===== config.mk =====
export PLATFORM = sky130hd
export DESIGN_NAME = ram_pair_scanner
export DESIGN_NICKNAME = d
export VERILOG_FILES = /design/src/rtl/ram_pair_scanner.sv
export SDC_FILE = /design/constraint.sdc
export NUM_CORES = 1
export LEC_CHECK = 0
export ABC_AREA = 1
export ABC_CLOCK_PERIOD_IN_PS = 8200
export BUFFER_PORTS_ARGS = -buffer_cell sky130_fd_sc_hd__buf_2
export CAP_MARGIN = 20
export CORE_MARGIN = 4
export CORE_UTILIZATION = 34
export CTS_BUF_LIST = sky130_fd_sc_hd__clkbuf_16
export CTS_CLUSTER_SIZE = 24
export DETAILED_ROUTE_END_ITERATION = 12
export PLACE_DENSITY_LB_ADDON = 0.3
export SETUP_SLACK_MARGIN = 0.5
export SLEW_MARGIN = 40
export SYNTH_ARGS = -nofsm -noshare
export SYNTH_HDL_FRONTEND = slang
export SYNTH_SLANG_ARGS = --single-unit

===== constraint.sdc =====
create_clock -name clk -period 8.2 [get_ports clk]
set_input_delay 2.46 -clock clk [delete_from_list [all_inputs] [get_ports clk]]
set_output_delay 2.46 -clock clk [all_outputs]
set_load 0.005 [all_outputs]

===== src/rtl/ram_pair_scanner.sv =====
// Read-side sequencer for the paired name/value RAMs. It reads two addresses at a time
// and streams every record with a non-zero name out over a valid/ready port.
module ram_pair_scanner #(
  parameter int ADDRWIDTH = 3,
  parameter int NAME_W    = 64,
  parameter int VAL_W     = 8
) (
  input  logic                 clk,
  input  logic                 rst,
  input  logic                 start,
  output logic                 busy,
  output logic                 done,
  output logic [ADDRWIDTH:0]   count,
  output logic                 en_r1_n,
  output logic [ADDRWIDTH-1:0] addr_r1,
  output logic                 en_r2_n,
  output logic [ADDRWIDTH-1:0] addr_r2,
  input  logic [NAME_W-1:0]    name_r1,
  input  logic [NAME_W-1:0]    name_r2,
  input  logic [VAL_W-1:0]     val_r1,
  input  logic [VAL_W-1:0]     val_r2,
  output logic                 out_valid,
  input  logic                 out_ready,
  output logic [NAME_W-1:0]    out_name,
  output logic [VAL_W-1:0]     out_val,
  output logic [ADDRWIDTH-1:0] out_addr
);

  localparam int DEPTH = 2 ** ADDRWIDTH;
  localparam int CW    = ADDRWIDTH + 1;
  localparam logic [ADDRWIDTH-1:0] LAST_PTR = ADDRWIDTH'(DEPTH - 2);

  typedef enum logic [2:0] {
    S_IDLE,
    S_READ,
    S_EMIT0,
    S_EMIT1,
    S_DONE
  } state_e;

  typedef struct packed {
    logic                 v;
    logic [NAME_W-1:0]    name;
    logic [VAL_W-1:0]     val;
    logic [ADDRWIDTH-1:0] addr;
  } slot_t;

  state_e               state_q, state_d;
  logic [ADDRWIDTH-1:0] ptr_q, ptr_d;
  logic [CW-1:0]        count_q, count_d;
  slot_t                slot0_q, slot0_d;
  slot_t                slot1_q, slot1_d;
  slot_t                cur_slot;

  // NOTE: every register, slots included, is cleared by the async reset so the
  // record outputs read as zero straight out of reset.
  always_ff @(posedge clk or posedge rst) begin
    if (rst) begin
      state_q <= S_IDLE;
      ptr_q   <= '0;
      count_q <= '0;
      slot0_q <= '0;
      slot1_q <= '0;
    end else begin
      // NOTE: non-blocking assignments so all state updates see pre-edge values.
      state_q <= state_d;
      ptr_q   <= ptr_d;
      count_q <= count_d;
      slot0_q <= slot0_d;
      slot1_q <= slot1_d;
    end
  end

  // NOTE: every signal written here gets a default first, so no latch can be inferred.
  always_comb begin
    state_d   = state_q;
    ptr_d     = ptr_q;
    count_d   = count_q;
    slot0_d   = slot0_q;
    slot1_d   = slot1_q;
    cur_slot  = (state_q == S_EMIT1) ? slot1_q : slot0_q;
    en_r1_n   = 1'b1;
    en_r2_n   = 1'b1;
    addr_r1   = '0;
    addr_r2   = '0;
    done      = 1'b0;
    out_valid = 1'b0;
    out_name  = '0;
    out_val   = '0;
    out_addr  = '0;

    unique case (state_q)
      S_IDLE: begin
        if (start) begin
          ptr_d   = '0;
          count_d = '0;
          state_d = S_READ;
        end
      end

      S_READ: begin
        en_r1_n       = 1'b0;
        en_r2_n       = 1'b0;
        addr_r1       = ptr_q;
        addr_r2       = ptr_q + ADDRWIDTH'(1);
        slot0_d.v     = (name_r1 != '0);
        slot0_d.name  = name_r1;
        slot0_d.val   = val_r1;
        slot0_d.addr  = ptr_q;
        slot1_d.v     = (name_r2 != '0);
        slot1_d.name  = name_r2;
        slot1_d.val   = val_r2;
        slot1_d.addr  = ptr_q + ADDRWIDTH'(1);
        state_d       = S_EMIT0;
      end

      S_EMIT0, S_EMIT1: begin
        out_valid = cur_slot.v;
        out_name  = cur_slot.name;
        out_val   = cur_slot.val;
        out_addr  = cur_slot.addr;
        // An empty slot costs exactly one cycle so scan length is occupancy-independent.
        if (!cur_slot.v || out_ready) begin
          if (cur_slot.v) count_d = count_q + CW'(1);
          if (state_q == S_EMIT0) begin
            state_d = S_EMIT1;
          end else if (ptr_q == LAST_PTR) begin
            state_d = S_DONE;
          end else begin
            ptr_d   = ptr_q + ADDRWIDTH'(2);
            state_d = S_READ;
          end
        end
      end

      S_DONE: begin
        done    = 1'b1;
        state_d = S_IDLE;
      end

      default: state_d = S_IDLE;
    endcase
  end

  assign busy  = (state_q != S_IDLE);
  assign count = count_q;

endmodule


### Word-level counts from Yosys, hierarchy flattened

Index checks and enable logic that the tools add are counted.

| operators by class | value |
|---|---|
| add/sub/neg operators | 3 |
| equality and inequality tests | 10 |
| mux-type cells | 23 |
| reductions and logical operators | 11 |

Operators by type and width:

| kind | number |
|---|---|
| $reduce_bool A64 Y1 | 2 |
| $mux W76 | 1 |
| $mux W64 | 1 |
| $mux W3 | 11 |
| $mux W4 | 3 |
| $ne A2 B2 Y1 const B | 5 |
| $pmux W3 S3 | 1 |
| $mux W8 | 1 |
| $pmux W4 S2 | 1 |
| $eq A3 B2 Y1 const B | 2 |
| $eq A3 B3 Y1 const B | 2 |
| $pmux W3 S2 | 1 |
| $reduce_and A5 Y1 | 1 |
| $add A4 B1 Y4 const B | 1 |
| $reduce_and A4 Y1 | 1 |
| $add A3 B1 Y3 const B | 1 |
| $add A3 B2 Y3 const B | 1 |
| $eq A3 B1 Y1 const B | 1 |
| $logic_not A3 Y1 | 1 |
| $mux W1 | 3 |
| $reduce_bool A3 Y1 | 1 |
| $reduce_and A2 Y1 | 1 |
| $reduce_bool A2 Y1 | 1 |
| $reduce_or A2 Y1 | 1 |
| 2 further kinds | 2 |

| storage, ports and cells | value |
|---|---|
| register bits after elaboration | 162 |
| input bits | 148 |
| output and inout port bits | 90 |
| logic and storage cells | 58 |

### Longest topological paths before layout

| logic depth | value |
|---|---|
| word-level depth | 6 |
| gate-level depth with buffers | 9 |
| gate-level depth less buffers | 9 |

### Worst setup path before layout

Ideal clock, no wire load.

| path | value |
|---|---|
| path type | reg2out |
| start | register state_q[0] |
| end | output port out_name[10] |
| arrival time | 1.183 ns |
| data required time | 5.740 ns |
| path slack | 4.557 ns |
| stages on the path, launching flop included | 8 |
| path buffers | 2 |
| cells stage by stage | dfrtp_1 nor2_2 nand2_2 inv_2 buf_4 buf_4 nand2_1 o21ai_1 |

| between the ends | value |
|---|---|
| word-level cells in the longest chain between the ends | 3 |
| elaborated cells on any way between the ends | 5 |
| classes of those cells | 2 x eq/ne; 2 x mux; 1 x reduce/logical |

RTL lines:

| element | RTL line | RTL |
|---|---|---|
| start: declaration | 48 | `state_e state_q, state_d;` |
| start signal: assignment | 66 | `state_q <= state_d;` |
| $eq A3 B2 Y1 (on tied branches) | 81, 92 |  |
| $mux W76 or $reduce_or A2 Y1 (tied branches) | 81, 92 |  |
| $mux W64 * | 92 | `unique case (state_q)` |
| end: declaration | 24 | `output logic [NAME_W-1:0] out_name,` |

Every way passes the cells marked *; elsewhere a longest branch is shown, timed or not.

### Final worst setup path

| path | value |
|---|---|
| start | register state_q[0] |
| end | output port out_name[57] |

Same word-level chain as after synthesis.

==> results.md <==
- Met3 wire length: 1380 µm
- CP Max Fanout: 26
- TritonCTS clock tree: done
- Die width: between 150 and 200 µm
- P_leak: 0.00499 µW
- Post-synth EDFFs: 0
- GPL Wtd Cong: 0.854
- Clock sinks: roughly 160
- Worst slack, placed: 3.61 ns
- H-tree depth: 4
- Setup_tns: 0 ns
- Post_cts resized: 0
- Layout net count: between 1000 and 1500
- First-pass GRT wire length: 34800 µm
- Peak Freq: about 0.20 GHz
- Worst Tran Pin Value: 0.779 ns
- Seq/Total Area, Yosys: 52.9%
- Comb pwr share: a little over 40%
- Layout cell share with drive strength beyond 1: 23.8%
- Initial core utilization: 34.4%
- Post-CTS setup buffer count: 0
- Sw Ratio: between 40% and 50%
- Max Cap Viol: 0
- Root Buffer: clkbuf_16
- Nature of the critical path endpoint: output port
- Routed length on met2: roughly 10000 µm
- Post-synth top cells: nand2_1, dfrtp_1, o21ai_1
- Synth Warn #: 0
- Tcrit/Tclk final: between 60% and 70%
- Clock power share: 22.3%
- Site row count: 54
- Fin. Hold Viols: 0
- Asr flop ratio synth: 100%
- M1 WL: 10100 µm
- CP Launch Type: register
- Non-filler instance count after layout: 1464
- Synth area leaders: dfrtp_1, nand2_1, o21ai_1
- Post-route ant nets: 0
- Max Slew Vio Count: 0
- GRT Overall Usage: 18.0%
- Post-synthesis cell count: 963
- Drt wl/cell: approximately 15 µm
- Via count: 6772
- Synthesized area: 7480 µm²
- Net Sw Power: 1480 µW
- Most used flip-flop cell after synthesis: dfrtp_1
- Dpl hpwl: approximately 15000 µm
- Detailed-route DRC error count: 0
- Dominant cell type by area after synthesis: dfrtp_1
- Largest net degree at the start of global routing: 115
- Hold bufs inserted after CTS: 0
- Synth-to-Final Area Change: 25.2%
- Die ar.: 24400 µm²
- Power per cell area: between 300 and 400 nW/µm²
- Flop pwr share: 36.5%
- Post-route setup slack: 3.24 ns
- PnR Total Power: 3640 µW
- CTS max path bufs: 2
- Worst path arrival time: between 2 and 3 ns
- Post-synth cell types: 29
- # port buffers: 236
- CP Data Required Time: roughly 5.7 ns
- GR Overflow Total: 0
- Avg Inst Size Synth: 7.77 µm²
- Synth top area share: a little over half
- Vias in the first global route: 6657
- Tmin final: approximately 5 ns
- Slew margin rel.: approximately 48%
- Die H: 156 µm
- First DRT Iteration DRCs: 448
- Clock Latency Late Sink: 0.42 ns
- Placed Cells: 1431
- Top-level I/O count: ~240
- Status: finished clean
- Crit Path Class: register to output port
- Worst VDD drop: 0.169 mV
- Seq cells post-synth: around 160
- Most frequent cell after synthesis: nand2_1
- Pre-antenna DRT Iters: 5
- Via density: 4.63
- Final wirelength: 21900 µm
- Clk slew on worst S/H paths: 0.06 ns
- Count of final setup violators: 0
- Highest Signal Layer: met5
- Post-Syn Nets: between 1000 and 1500
- Pint: between 2000 and 2500 µW
- Hold crit path type: register to register
- CORE AREA: about 22000 µm²
- Initial antenna violation count: 2
- TritonCTS buffer count: 17
- Unrepaired setup endpoints after global routing: no
- Fin Clk Skew: 0.00769 ns
==> per-stage QoR <==
stage | cell area (µm²) | hold WS, ns | util, %
finish | 9360 | 0.459 | 43.0
global route | 9360 | 0.496 | 43.0
CTS | 9350 | 0.460 | 43.0
detailed placement | 8760 | 0.445 | 40.3
global placement | 8750 | 0.438 | 40.2
floorplan | 7480 | 0.423 | -
==> power groups by stage <==
stage	combinational [µW]	clock, µW	sequential [µW]
floorplan	1080	0	1290
global placement	1500	0	1340
detailed placement	1530	0	1340
CTS	1530	834	1330
global route	1740	869	1370
finish	1500	812	1330
==> registers in the layout, indices dropped and copies added (netlist names) <==
register / flops
state_q: 3
count: 4
slot0_q: 75
slot1_q: 74
ptr_q: 2
==> placed cells by master, fill, tap and decap left out, drive strengths merged, types with 4 or more instances in the layout <==
master and count:
inv 117, a22o 13, buf 240, o21ai 143, o22ai 11, nand2 351, clkinvlp 4, dfrtp 158
nand3 18, clkbuf 17, nand4 8, nor2 85
==> area by class of cell <==
class,instances,area (µm²)
fill,2275,12400
sequential,158,3950
multi-input combinational,641,2800
timing repair buffer,240,1220
inverter,112,438
clock buffer,17,425
tap,280,350
clock inverter,15,170
antenna,1,2.50
==> layer usage <==
layer / vias up / GRT usage (%)
li1: 3411 / -
met1: 3139 / 25.3
met2: 197 / 28.5
met3: 21 / 3.60
met4: 4 / 5.12
met5: - / 0
==> cell families after synthesis <==
| family | after synthesis | share of synthesized area [%] |
|---|---|---|
| xor+xnor | 1 | 0.117 |
| buf+inv | 164 | 9.75 |
| simple gates | 465 | 24.4 |
| other cells | 1 | 0.0501 |
| compound gates | 172 | 12.4 |
| flops | 158 | 52.9 |
| fa+ha+maj | 2 | 0.335 |
==> path summary, 6_finish.rpt <==
kind / start / endpoint / slack, ns / cells after the start
setup / recovery: state_q[0] / out_name[57] / 3.24 / 4
hold / removal: slot1_q[0] / slot1_q[0] / 0.46 / 2
setup reg to reg: state_q[1] / slot0_q[17] / 5.79 / 6
hold reg to reg: slot1_q[0] / slot1_q[0] / 0.46 / 2
max in group asynchronous: rst / slot1_q[3] / 4.98 / 3
min in group asynchronous: rst / slot1_q[34] / 2.12 / 2
==> worst max-delay path, stage by stage (launching register included) <==
cell     delay (ns)
dfrtp_1        0.49
nand3_2        0.55
inv_2          0.62
a22o_1         0.27
buf_2          0.13
Power figures use the tool's default switching activity.
